--- src/rtl/cpu_bus_pkg.sv ---
// Shared types and constants for the CPU bus router: FSM state encoding,
// request payload, default slave address map and the error read-data value.
package cpu_bus_pkg;

    localparam int unsigned ADDR_W   = 32;
    localparam int unsigned DATA_W   = 32;
    localparam int unsigned STRB_W   = 4;
    localparam int unsigned DEF_NSLV = 4;

    typedef enum logic [1:0] {
        ST_IDLE   = 2'd0,
        ST_ACCESS = 2'd1,
        ST_DONE   = 2'd2
    } bus_state_e;

    // Request fields captured on accept and replayed to the selected slave
    typedef struct packed {
        logic [ADDR_W-1:0] adr;
        logic [DATA_W-1:0] wdata;
        logic [STRB_W-1:0] wren;
    } bus_req_t;

    // Slave 0 occupies the least significant 32 bits
    localparam logic [DEF_NSLV*ADDR_W-1:0] DEF_SLV_BASE = {
        32'h8000_0100, 32'h8000_0000, 32'h0002_0000, 32'h0000_0000
    };
    localparam logic [DEF_NSLV*ADDR_W-1:0] DEF_SLV_MASK = {
        32'hFFFF_FF00, 32'hFFFF_FF00, 32'hFFFF_0000, 32'hFFFF_0000
    };

    localparam logic [DATA_W-1:0] ERR_DATA = '0;

    function automatic logic addr_match(
        input logic [ADDR_W-1:0] adr,
        input logic [ADDR_W-1:0] base,
        input logic [ADDR_W-1:0] mask
    );
        return (adr & mask) == base;
    endfunction

endpackage

--- src/rtl/bus_timeout.sv ---
// Slave-wait watchdog: counts enabled cycles and flags the TIMEOUT-th one.
// Instantiated by cpu_bus_router only when BUS_TIMEOUT_EN is defined.
module bus_timeout #(
    parameter int unsigned TIMEOUT = 255
) (
    input  logic clk,
    input  logic reset,
    input  logic i_clear,
    input  logic i_enable,
    output logic o_expired_c
);

    localparam int unsigned CNT_W = 16;
    localparam logic [CNT_W-1:0] LIMIT = CNT_W'(TIMEOUT - 1);

    logic [CNT_W-1:0] r_cnt;

    // Expiry is combinational so the FSM leaves on the last allowed cycle
    assign o_expired_c = i_enable && (r_cnt == LIMIT);

    always_ff @(posedge clk or negedge reset) begin
        if (!reset) begin
            r_cnt <= '0;
        end else if (i_clear) begin
            r_cnt <= '0;
        end else if (i_enable && !o_expired_c) begin
            r_cnt <= r_cnt + CNT_W'(1);
        end
    end

endmodule

--- src/rtl/cpu_bus_router.sv ---
// Single-master CPU bus router: address decode to NSLV slaves, IDLE/ACCESS/DONE
// handshake. Optional slave-wait timeout enabled by defining BUS_TIMEOUT_EN.
module cpu_bus_router
    import cpu_bus_pkg::*;
#(
    parameter int unsigned              NSLV     = DEF_NSLV,
    parameter logic [NSLV*ADDR_W-1:0]   SLV_BASE = DEF_SLV_BASE,
    parameter logic [NSLV*ADDR_W-1:0]   SLV_MASK = DEF_SLV_MASK,
    parameter int unsigned              TIMEOUT  = 255
) (
    input  logic                    clk,
    input  logic                    reset,
    input  logic                    cpu_mem_op,
    input  logic [ADDR_W-1:0]       cpu_adr,
    input  logic [DATA_W-1:0]       cpu_do,
    input  logic [STRB_W-1:0]       cpu_wren,
    output logic                    cpu_mem_rdy,
    output logic [DATA_W-1:0]       cpu_di,
    output logic                    cpu_err,
    output logic [NSLV-1:0]         slv_sel,
    output logic [ADDR_W-1:0]       slv_adr,
    output logic [DATA_W-1:0]       slv_do,
    output logic [STRB_W-1:0]       slv_wren,
    input  logic [NSLV-1:0]         slv_rdy,
    input  logic [NSLV*DATA_W-1:0]  slv_di
);

    localparam int unsigned IDX_W = (NSLV > 1) ? $clog2(NSLV) : 1;

    // Elaboration-time range check on the configuration
    if (NSLV < 1 || NSLV > 8 || TIMEOUT < 1 || TIMEOUT > 65535) begin : g_bad_cfg
        $error("cpu_bus_router: NSLV or TIMEOUT out of range");
    end

    bus_state_e         r_state;
    bus_state_e         w_state_nxt;
    logic [IDX_W-1:0]   r_idx;
    logic [IDX_W-1:0]   w_idx_nxt;
    bus_req_t           r_req;
    bus_req_t           w_req_nxt;
    logic [NSLV-1:0]    r_sel;
    logic [NSLV-1:0]    w_sel_nxt;
    logic               r_rdy;
    logic               w_rdy_nxt;
    logic               r_err;
    logic               w_err_nxt;
    logic [DATA_W-1:0]  r_di;
    logic [DATA_W-1:0]  w_di_nxt;

    logic               w_hit;
    logic [IDX_W-1:0]   w_hit_idx;
    logic               w_slv_done;
    logic [DATA_W-1:0]  w_slv_rdata;
    logic               w_tmo_expired;

    // Address decode; walking downwards lets the lowest matching index win
    always_comb begin
        w_hit     = 1'b0;
        w_hit_idx = '0;
        for (int i = NSLV - 1; i >= 0; i--) begin
            if (addr_match(cpu_adr, SLV_BASE[i*ADDR_W +: ADDR_W], SLV_MASK[i*ADDR_W +: ADDR_W])) begin
                w_hit     = 1'b1;
                w_hit_idx = IDX_W'(i);
            end
        end
    end

    // Read data from the slave latched at accept time
    always_comb begin
        w_slv_rdata = '0;
        for (int i = 0; i < NSLV; i++) begin
            if (r_idx == IDX_W'(i)) begin
                w_slv_rdata = slv_di[i*DATA_W +: DATA_W];
            end
        end
    end

    // Ready from any slave other than the selected one is masked off
    assign w_slv_done = |(slv_rdy & r_sel);

`ifdef BUS_TIMEOUT_EN
    bus_timeout #(
        .TIMEOUT     (TIMEOUT)
    ) u_timeout (
        .clk         (clk),
        .reset       (reset),
        .i_clear     (r_state != ST_ACCESS),
        .i_enable    (r_state == ST_ACCESS),
        .o_expired_c (w_tmo_expired)
    );
`else
    assign w_tmo_expired = 1'b0;
`endif

    // Next-state and registered-output logic
    always_comb begin
        w_state_nxt = r_state;
        w_idx_nxt   = r_idx;
        w_req_nxt   = r_req;
        w_sel_nxt   = '0;
        w_rdy_nxt   = 1'b0;
        w_err_nxt   = 1'b0;
        w_di_nxt    = r_di;

        case (r_state)
            ST_IDLE: begin
                if (cpu_mem_op) begin
                    if (w_hit) begin
                        w_state_nxt   = ST_ACCESS;
                        w_idx_nxt     = w_hit_idx;
                        w_req_nxt.adr   = cpu_adr;
                        w_req_nxt.wdata = cpu_do;
                        w_req_nxt.wren  = cpu_wren;
                        w_sel_nxt     = NSLV'(1) << w_hit_idx;
                    end else begin
                        w_state_nxt = ST_DONE;
                        w_rdy_nxt   = 1'b1;
                        w_err_nxt   = 1'b1;
                        w_di_nxt    = ERR_DATA;
                    end
                end
            end
            ST_ACCESS: begin
                if (w_slv_done) begin
                    w_state_nxt = ST_DONE;
                    w_rdy_nxt   = 1'b1;
                    w_di_nxt    = (r_req.wren != '0) ? DATA_W'(0) : w_slv_rdata;
                end else if (w_tmo_expired) begin
                    w_state_nxt = ST_DONE;
                    w_rdy_nxt   = 1'b1;
                    w_err_nxt   = 1'b1;
                    w_di_nxt    = ERR_DATA;
                end else begin
                    w_sel_nxt = r_sel;
                end
            end
            ST_DONE: begin
                w_state_nxt = ST_IDLE;
            end
            default: begin
                w_state_nxt = ST_IDLE;
            end
        endcase
    end

    always_ff @(posedge clk or negedge reset) begin
        if (!reset) begin
            r_state <= ST_IDLE;
            r_idx   <= '0;
            r_req   <= '0;
            r_sel   <= '0;
            r_rdy   <= 1'b0;
            r_err   <= 1'b0;
            r_di    <= '0;
        end else begin
            r_state <= w_state_nxt;
            r_idx   <= w_idx_nxt;
            r_req   <= w_req_nxt;
            r_sel   <= w_sel_nxt;
            r_rdy   <= w_rdy_nxt;
            r_err   <= w_err_nxt;
            r_di    <= w_di_nxt;
        end
    end

    assign cpu_mem_rdy = r_rdy;
    assign cpu_err     = r_err;
    assign cpu_di      = r_di;
    assign slv_sel     = r_sel;
    assign slv_adr     = r_req.adr;
    assign slv_do      = r_req.wdata;
    assign slv_wren    = r_req.wren;

endmodule

--- config.mk ---
export PLATFORM = sky130hd
export DESIGN_NAME = cpu_bus_router
export DESIGN_NICKNAME = d
export VERILOG_FILES = /design/src/rtl/cpu_bus_pkg.sv /design/src/rtl/bus_timeout.sv /design/src/rtl/cpu_bus_router.sv
export SDC_FILE = /design/constraint.sdc
export NUM_CORES = 1
export LEC_CHECK = 0
export CORE_AREA = 2 2 119 121
export CTS_BUF_LIST = sky130_fd_sc_hd__clkbuf_16
export CTS_CLUSTER_DIAMETER = 120
export DETAILED_ROUTE_END_ITERATION = 6
export DIE_AREA = 0 0 121 123
export PLACE_DENSITY_LB_ADDON = 0.08
export SETUP_SLACK_MARGIN = 0.5
export SLEW_MARGIN = 20
export SYNTH_ARGS = -nofsm -noshare
export SYNTH_HDL_FRONTEND = slang
export SYNTH_SLANG_ARGS = --single-unit
--- constraint.sdc ---
create_clock -name clk -period 2.2 [get_ports clk]
set_clock_uncertainty 0.05 [all_clocks]
set_input_delay 0.44 -clock clk [delete_from_list [all_inputs] [get_ports clk]]
set_output_delay 0.44 -clock clk [all_outputs]
set_load 0.01 [all_outputs]
==> metrics.yaml, run 1 <==
placement:
  gp_congestion: 0.738
  post-place-ws_ns: -0.279
  io_buffers: 308
  place.detailed.hpwl_mm: 12.0
  post-place-cells: 798
sta:
  clock.fmax_mhz: 520
  period_needed_ns: 1.92
  hold_violations: 0
  finalSetupViolations: 0
  finalSetupTns_ns: 0
  finalMaxSlewViolations: 0
  finalWorstSetupSlack_ns: 0.278
  worst_slew_pin_slew_ns: 0.483
  timing.slew.headroom: 0.678
  finalCritPeriodShare: 0.874
  rsz0062_at_grt: "yes"
die:
  fp.dieH_um: 123
  num_io_pins: 309
  std_cell_rows: 43
  core_sq_um: 13600
  die_area_sq_um: 14900
  die_width_um: 121
  start_util: 0.363
critical_path:
  cp-end-kind: "register"
  worst_r2r_startpoint: "r_state[1]"
  critical_path_class: "primary input to register"
  cp.arrival_ns: 2.10
  crit_required_ns: 2.38
  start_kind: "primary input"
  reg2regPathDepth: 5
  r2r-end: "slv_adr[8]"
  r2r_setup_slack_ns: 0.30
  cp_max_fo: 5
synth:
  syn_inst: 308
  syn_nets: 511
  ys_types: 34
  syn_avg_cell_area_sq_um: 16.0
  synth_area_sq_um: 4930
  ys_ff_latch: 110
  ys_warn_count: 0
  ys_seq_area_frac: 0.558
finish:
  final_util: 0.707
  area.growth.synth_to_final_pct: 95.1
  drive_above_1_share: 0.316
  multi_input_area_sq_um: 2380
  layout.cells.non_filler: 863
  seqCellArea_sq_um: 2750
  n_antenna_cell: 0
  final_common_cell: "clkdlybuf4s50_1"
  layout_common_cells: "177 x clkdlybuf4s50_1, 110 x dlygate4sd2_1, 109 x dfrtp_1"
  num-fill-cells: 970
  nets: 881
power_and_ir_drop:
  ir_worst_vdd_mv: 0.416
  power_per_cell_area_nw_per_um2: 438
  p_leak_nw: 4.67
  p_total_mw: 4.21
route:
  ant_nets: 0
  vias: 4448
  wire_per_inst_um: 21.0
  met3_wirelength_mm: 1.30
  drt_iter0_markers: 215
  finalWirelength_mm: 18.1
  route.met2.wl_mm: 9.83
  drc_errors: 0
  wl_met1_mm: 6.71
  top_layer: "met4"
  drt_pass1_iterations: 4
  routed_via_density: 5.15
grt:
  grt_pass1_wl_mm: 26.4
  grt_overflow: 0
  grt_max_degree: 87
  grt_pass1_vias: 4740
  track_usage: 0.234
  antenna_found_initial: 0
cts:
  clock-root-buffer: "clkbuf_16"
  cts_made_buffers: 9
  clk_pin_slew_ns: 0.07
  clk_path_buf_depth: 2
  cts_tree: "built"
  h-tree-depth: 3
  clk_latency_ns: 0.34
  cts_num_sinks: 110
  postCtsHoldBufs: 0
outcome:
  status: "completed"
job:
  cap_violations: 0
min_path:
  hold_path.class: "primary input to async pin"
[stage by stage]
stage,cell area [sq um],hold slack (ns)
2_1_floorplan,5030,0.0944
3_3_place_gp,8470,0.419
3_5_place_dp,8470,0.426
4_1_cts,9330,0.0556
5_1_grt,9630,0.0688
6_report,9630,0.0598
[per-layer routing]
layer | global-route usage | vias to the layer above
met1 | 0.270 | 2274
li1 | - | 1973
met5 | 0 | -
met4 | 0.0734 | 0
met3 | 0.0586 | 19
met2 | 0.428 | 182
[cell families (layout without fill, tap and decap cells)]
family	count (synthesis)	in the layout	synth area share
flops	110	110	0.558
simple gates	40	41	0.0522
buf+inv	26	400	0.0286
compound gates	48	48	0.0920
mux	84	84	0.269
[worst max-delay path, stage by stage]
cell and delay [ns]:
buf_8 0.10, nor4_4 0.34, a21boi_2 0.11, buf_4 0.16
nor3_4 0.22, buf_6 0.17, buf_12 0.12, clkbuf_16 0.15
mux2_4 0.30
[cell usage after synthesis (all sizes together)]
master  number  share of area
a21o         3         0.0046
a221oi       1         0.0018
nor3         4         0.0063
nor2         3         0.0023
mux2        52           0.12
nor4b        1         0.0018
o22a         1         0.0018
or4          1         0.0015
o21a         2         0.0030
nor2b        1         0.0013
nand4        1         0.0025
a21boi       1         0.0015
dfrtp      110           0.56
and2        14          0.018
a32o        34          0.069
nand2        5         0.0038
clkbuf      11         0.0084
buf         12          0.018
or3          2         0.0036
o21ai        1         0.0010
a22o         3         0.0053
or2          2         0.0025
mux4        32           0.15
nor4         6         0.0089
inv          3         0.0023
o21bai       1         0.0023
o41ai        1         0.0018
[registers in the layout, summed over array words and instances (netlist names)]
name	flops
cpu_di	32
slv_adr	32
slv_do	32
slv_sel	4
slv_wren	4
r_idx	2
r_state	2
cpu_err	1
cpu_mem_rdy	1
[layout make-up]
| class | count | area share |
|---|---|---|
| inverters | 3 | 0.00117 |
| clock inverters | 7 | 0.00520 |
| repair buffers | 381 | 0.414 |
| clock buffers | 9 | 0.0234 |
| multi-input cells | 173 | 0.247 |
| well taps | 180 | 0.0234 |
| flip-flops and latches | 110 | 0.286 |
[worst max-delay path by stage]
stage	to	cells after the start	startpoint	slack [ns]
after detailed placement	slv_do[0]	6	cpu_adr[25]	-0.28
final	slv_wren[0]	9	cpu_adr[12]	0.28
after CTS	slv_do[9]	9	cpu_adr[14]	0.30
after global placement	slv_adr[1]	6	cpu_adr[29]	-0.23
after global routing	slv_wren[0]	9	cpu_adr[12]	0.24
after floorplan	slv_adr[0]	5	cpu_adr[29]	0.16
[repair_timing]
action,in CTS,in global routing
hold endpoints to repair,0,0
cloned,12,2
endpoints found under the setup margin,216,104
pin swaps,32,23
resized for setup,226,45
setup buffers,25,10
[report_power, final]
| group | total [mW] | internal (mW) | switching (mW) |
|---|---|---|---|
| clock | 1.53 | 0.773 | 0.754 |
| combinational | 0.660 | 0.466 | 0.194 |
| sequential | 2.03 | 2.02 | 0.00164 |
| total | 4.21 | 3.26 | 0.950 |
No activity file was read; power rests on OpenSTA's default activity.
==> inputs of run 2 (changes only) <==
--- a/config.mk
+++ b/config.mk
@@ -5,11 +5,12 @@
 export SDC_FILE = /design/constraint.sdc
 export NUM_CORES = 1
 export LEC_CHECK = 0
-export CORE_AREA = 2 2 119 121
+export CORE_AREA = 2 2 121 123
 export CTS_BUF_LIST = sky130_fd_sc_hd__clkbuf_16
 export CTS_CLUSTER_DIAMETER = 120
 export DETAILED_ROUTE_END_ITERATION = 6
-export DIE_AREA = 0 0 121 123
+export DIE_AREA = 0 0 123 125
+export DONT_BUFFER_PORTS = 1
 export PLACE_DENSITY_LB_ADDON = 0.08
 export SETUP_SLACK_MARGIN = 0.5
 export SLEW_MARGIN = 20
==> run 2 against run 1 <==
Sequential cell count stayed put. Highest routed layer unchanged. Worst hold slack worse by 0.33 ns. Cell area is 39% lower. Count of clock-buffer cells in the layout stayed put. Via count is 33% lower. The flow now finishes with violations (hold timing). Sequential share of layout area is 18 points higher. Non-clock buffer count is 351 lower.
==> metrics.yaml, run 2 (synthesis results as in run 1) <==
outcome:
  status: "complete, but fails checks"
  violations: "hold timing"
power_and_ir_drop:
  ir_worst_vdd_mv: 0.430
  p_total_mw: 3.74
  power_per_cell_area_nw_per_um2: 633
  p_leak_nw: 2.62
cts:
  clk_latency_ns: 0.35
  h-tree-depth: 3
  clock-root-buffer: "clkbuf_16"
  cts_num_sinks: 110
  clk_pin_slew_ns: 0.07
  cts_tree: "built"
  cts_made_buffers: 9
  clk_path_buf_depth: 2
finish:
  nets: 529
  layout_common_cells: "108 x dfrtp_1, 34 x a32o_1, 32 x mux4_2"
  n_antenna_cell: 0
  drive_above_1_share: 0.447
  area.growth.synth_to_final_pct: 19.8
  final_util: 0.416
  final_common_cell: "dfrtp_1"
route:
  vias: 2981
  wire_per_inst_um: 27.1
  drt_pass1_iterations: 4
  drt_iter0_markers: 135
  routed_via_density: 5.81
  finalWirelength_mm: 13.9
  drc_errors: 0
  ant_nets: 0
sta:
  worst_hold_slack_ns: -0.271
  finalCritPeriodShare: 0.769
  finalSetupTns_ns: 0
  hold_violations: 110
  timing.slew.headroom: 0.710
  worst_slew_pin_slew_ns: 0.431
  clock.fmax_mhz: 591
  finalWorstSetupSlack_ns: 0.508
  period_needed_ns: 1.69
  rsz0062_at_grt: "yes"
  finalSetupViolations: 0
  finalMaxSlewViolations: 0
die:
  fp.dieH_um: 125
  std_cell_rows: 44
  die_area_sq_um: 15400
  die_width_um: 123
  start_util: 0.347
  core_sq_um: 14200
  num_io_pins: 309
placement:
  gp_congestion: 0.701
  place.detailed.hpwl_mm: 9.51
  post-place-ws_ns: 0.136
  io_buffers: 0
min_path:
  hold_path.class: "primary input to async pin"
job:
  cap_violations: 0
critical_path:
  cp.arrival_ns: 1.88
  cp-end-kind: "register"
  critical_path_class: "register to register"
  cp_max_fo: 8
  crit_required_ns: 2.39
  start_kind: "register"
grt:
  grt_pass1_vias: 3306
  grt_pass1_wl_mm: 19.3
  antenna_found_initial: 1
  grt_max_degree: 111
  track_usage: 0.168
  grt_overflow: 0
-- run 2: final cells by class --
cell class	count	area, sq um
Multi-Input combinational cell	172	2210
Clock inverter	5	61.3
Timing Repair Buffer	30	419
Fill cell	1301	8290
Inverter	3	11.3
Tap cell	184	230
Sequential cell	110	2760
Clock buffer	9	225
-- run 2: stage by stage --
step / cells / area, sq um
finish: 513 / 5910
detailed placement: 480 / 5250
global placement: 480 / 5250
floorplan: 308 / 5030
global route: 513 / 5910
CTS: 501 / 5620
-- run 2: power by group --
part,switching [mW],internal (mW),leakage (nW)
registers,0.00394,2.02,1.53
logic,0.0372,0.0607,0.951
clock network,0.737,0.877,0.135
-- run 2: what timing repair did --
action	4_1_cts	5_1_grt
gates cloned	1	6
resized for setup	4	26
setup endpoints to repair	84	71
endpoints found under the hold margin	110	110
pin swaps	1	5
setup buffers	6	6
-- run 2: final timing paths --
| kind | startpoint | end | slack (ns) | cells past startpoint |
|---|---|---|---|---|
| setup / recovery | r_state[1] | slv_do[10] | 0.51 | 6 |
| hold / removal | reset | slv_adr[18] | -0.27 | 0 |
| setup reg to reg | r_state[1] | slv_do[10] | 0.51 | 6 |
| hold reg to reg | slv_adr[24] | slv_adr[24] | 0.51 | 1 |
| max in group asynchronous | reset | r_idx[0] | 2.13 | 0 |
| min in group clk | cpu_adr[31] | r_idx[0] | 0.15 | 1 |
-- run 2: per-layer routing --
layer	vias up	wire (um)	GRT usage
met2	194	7000	0.279
li1	1249	-	-
met4	0	227	0.0682
met3	14	1630	0.0712
met1	1524	5070	0.190
met5	-	0	0
-- run 2: critical path, stage by stage (launching register included) --
cell	delay [ns]
dfrtp_1	0.38
nor2_1	0.13
nand2_2	0.12
nor3_4	0.27
buf_6	0.17
clkbuf_16	0.16
mux2_4	0.29
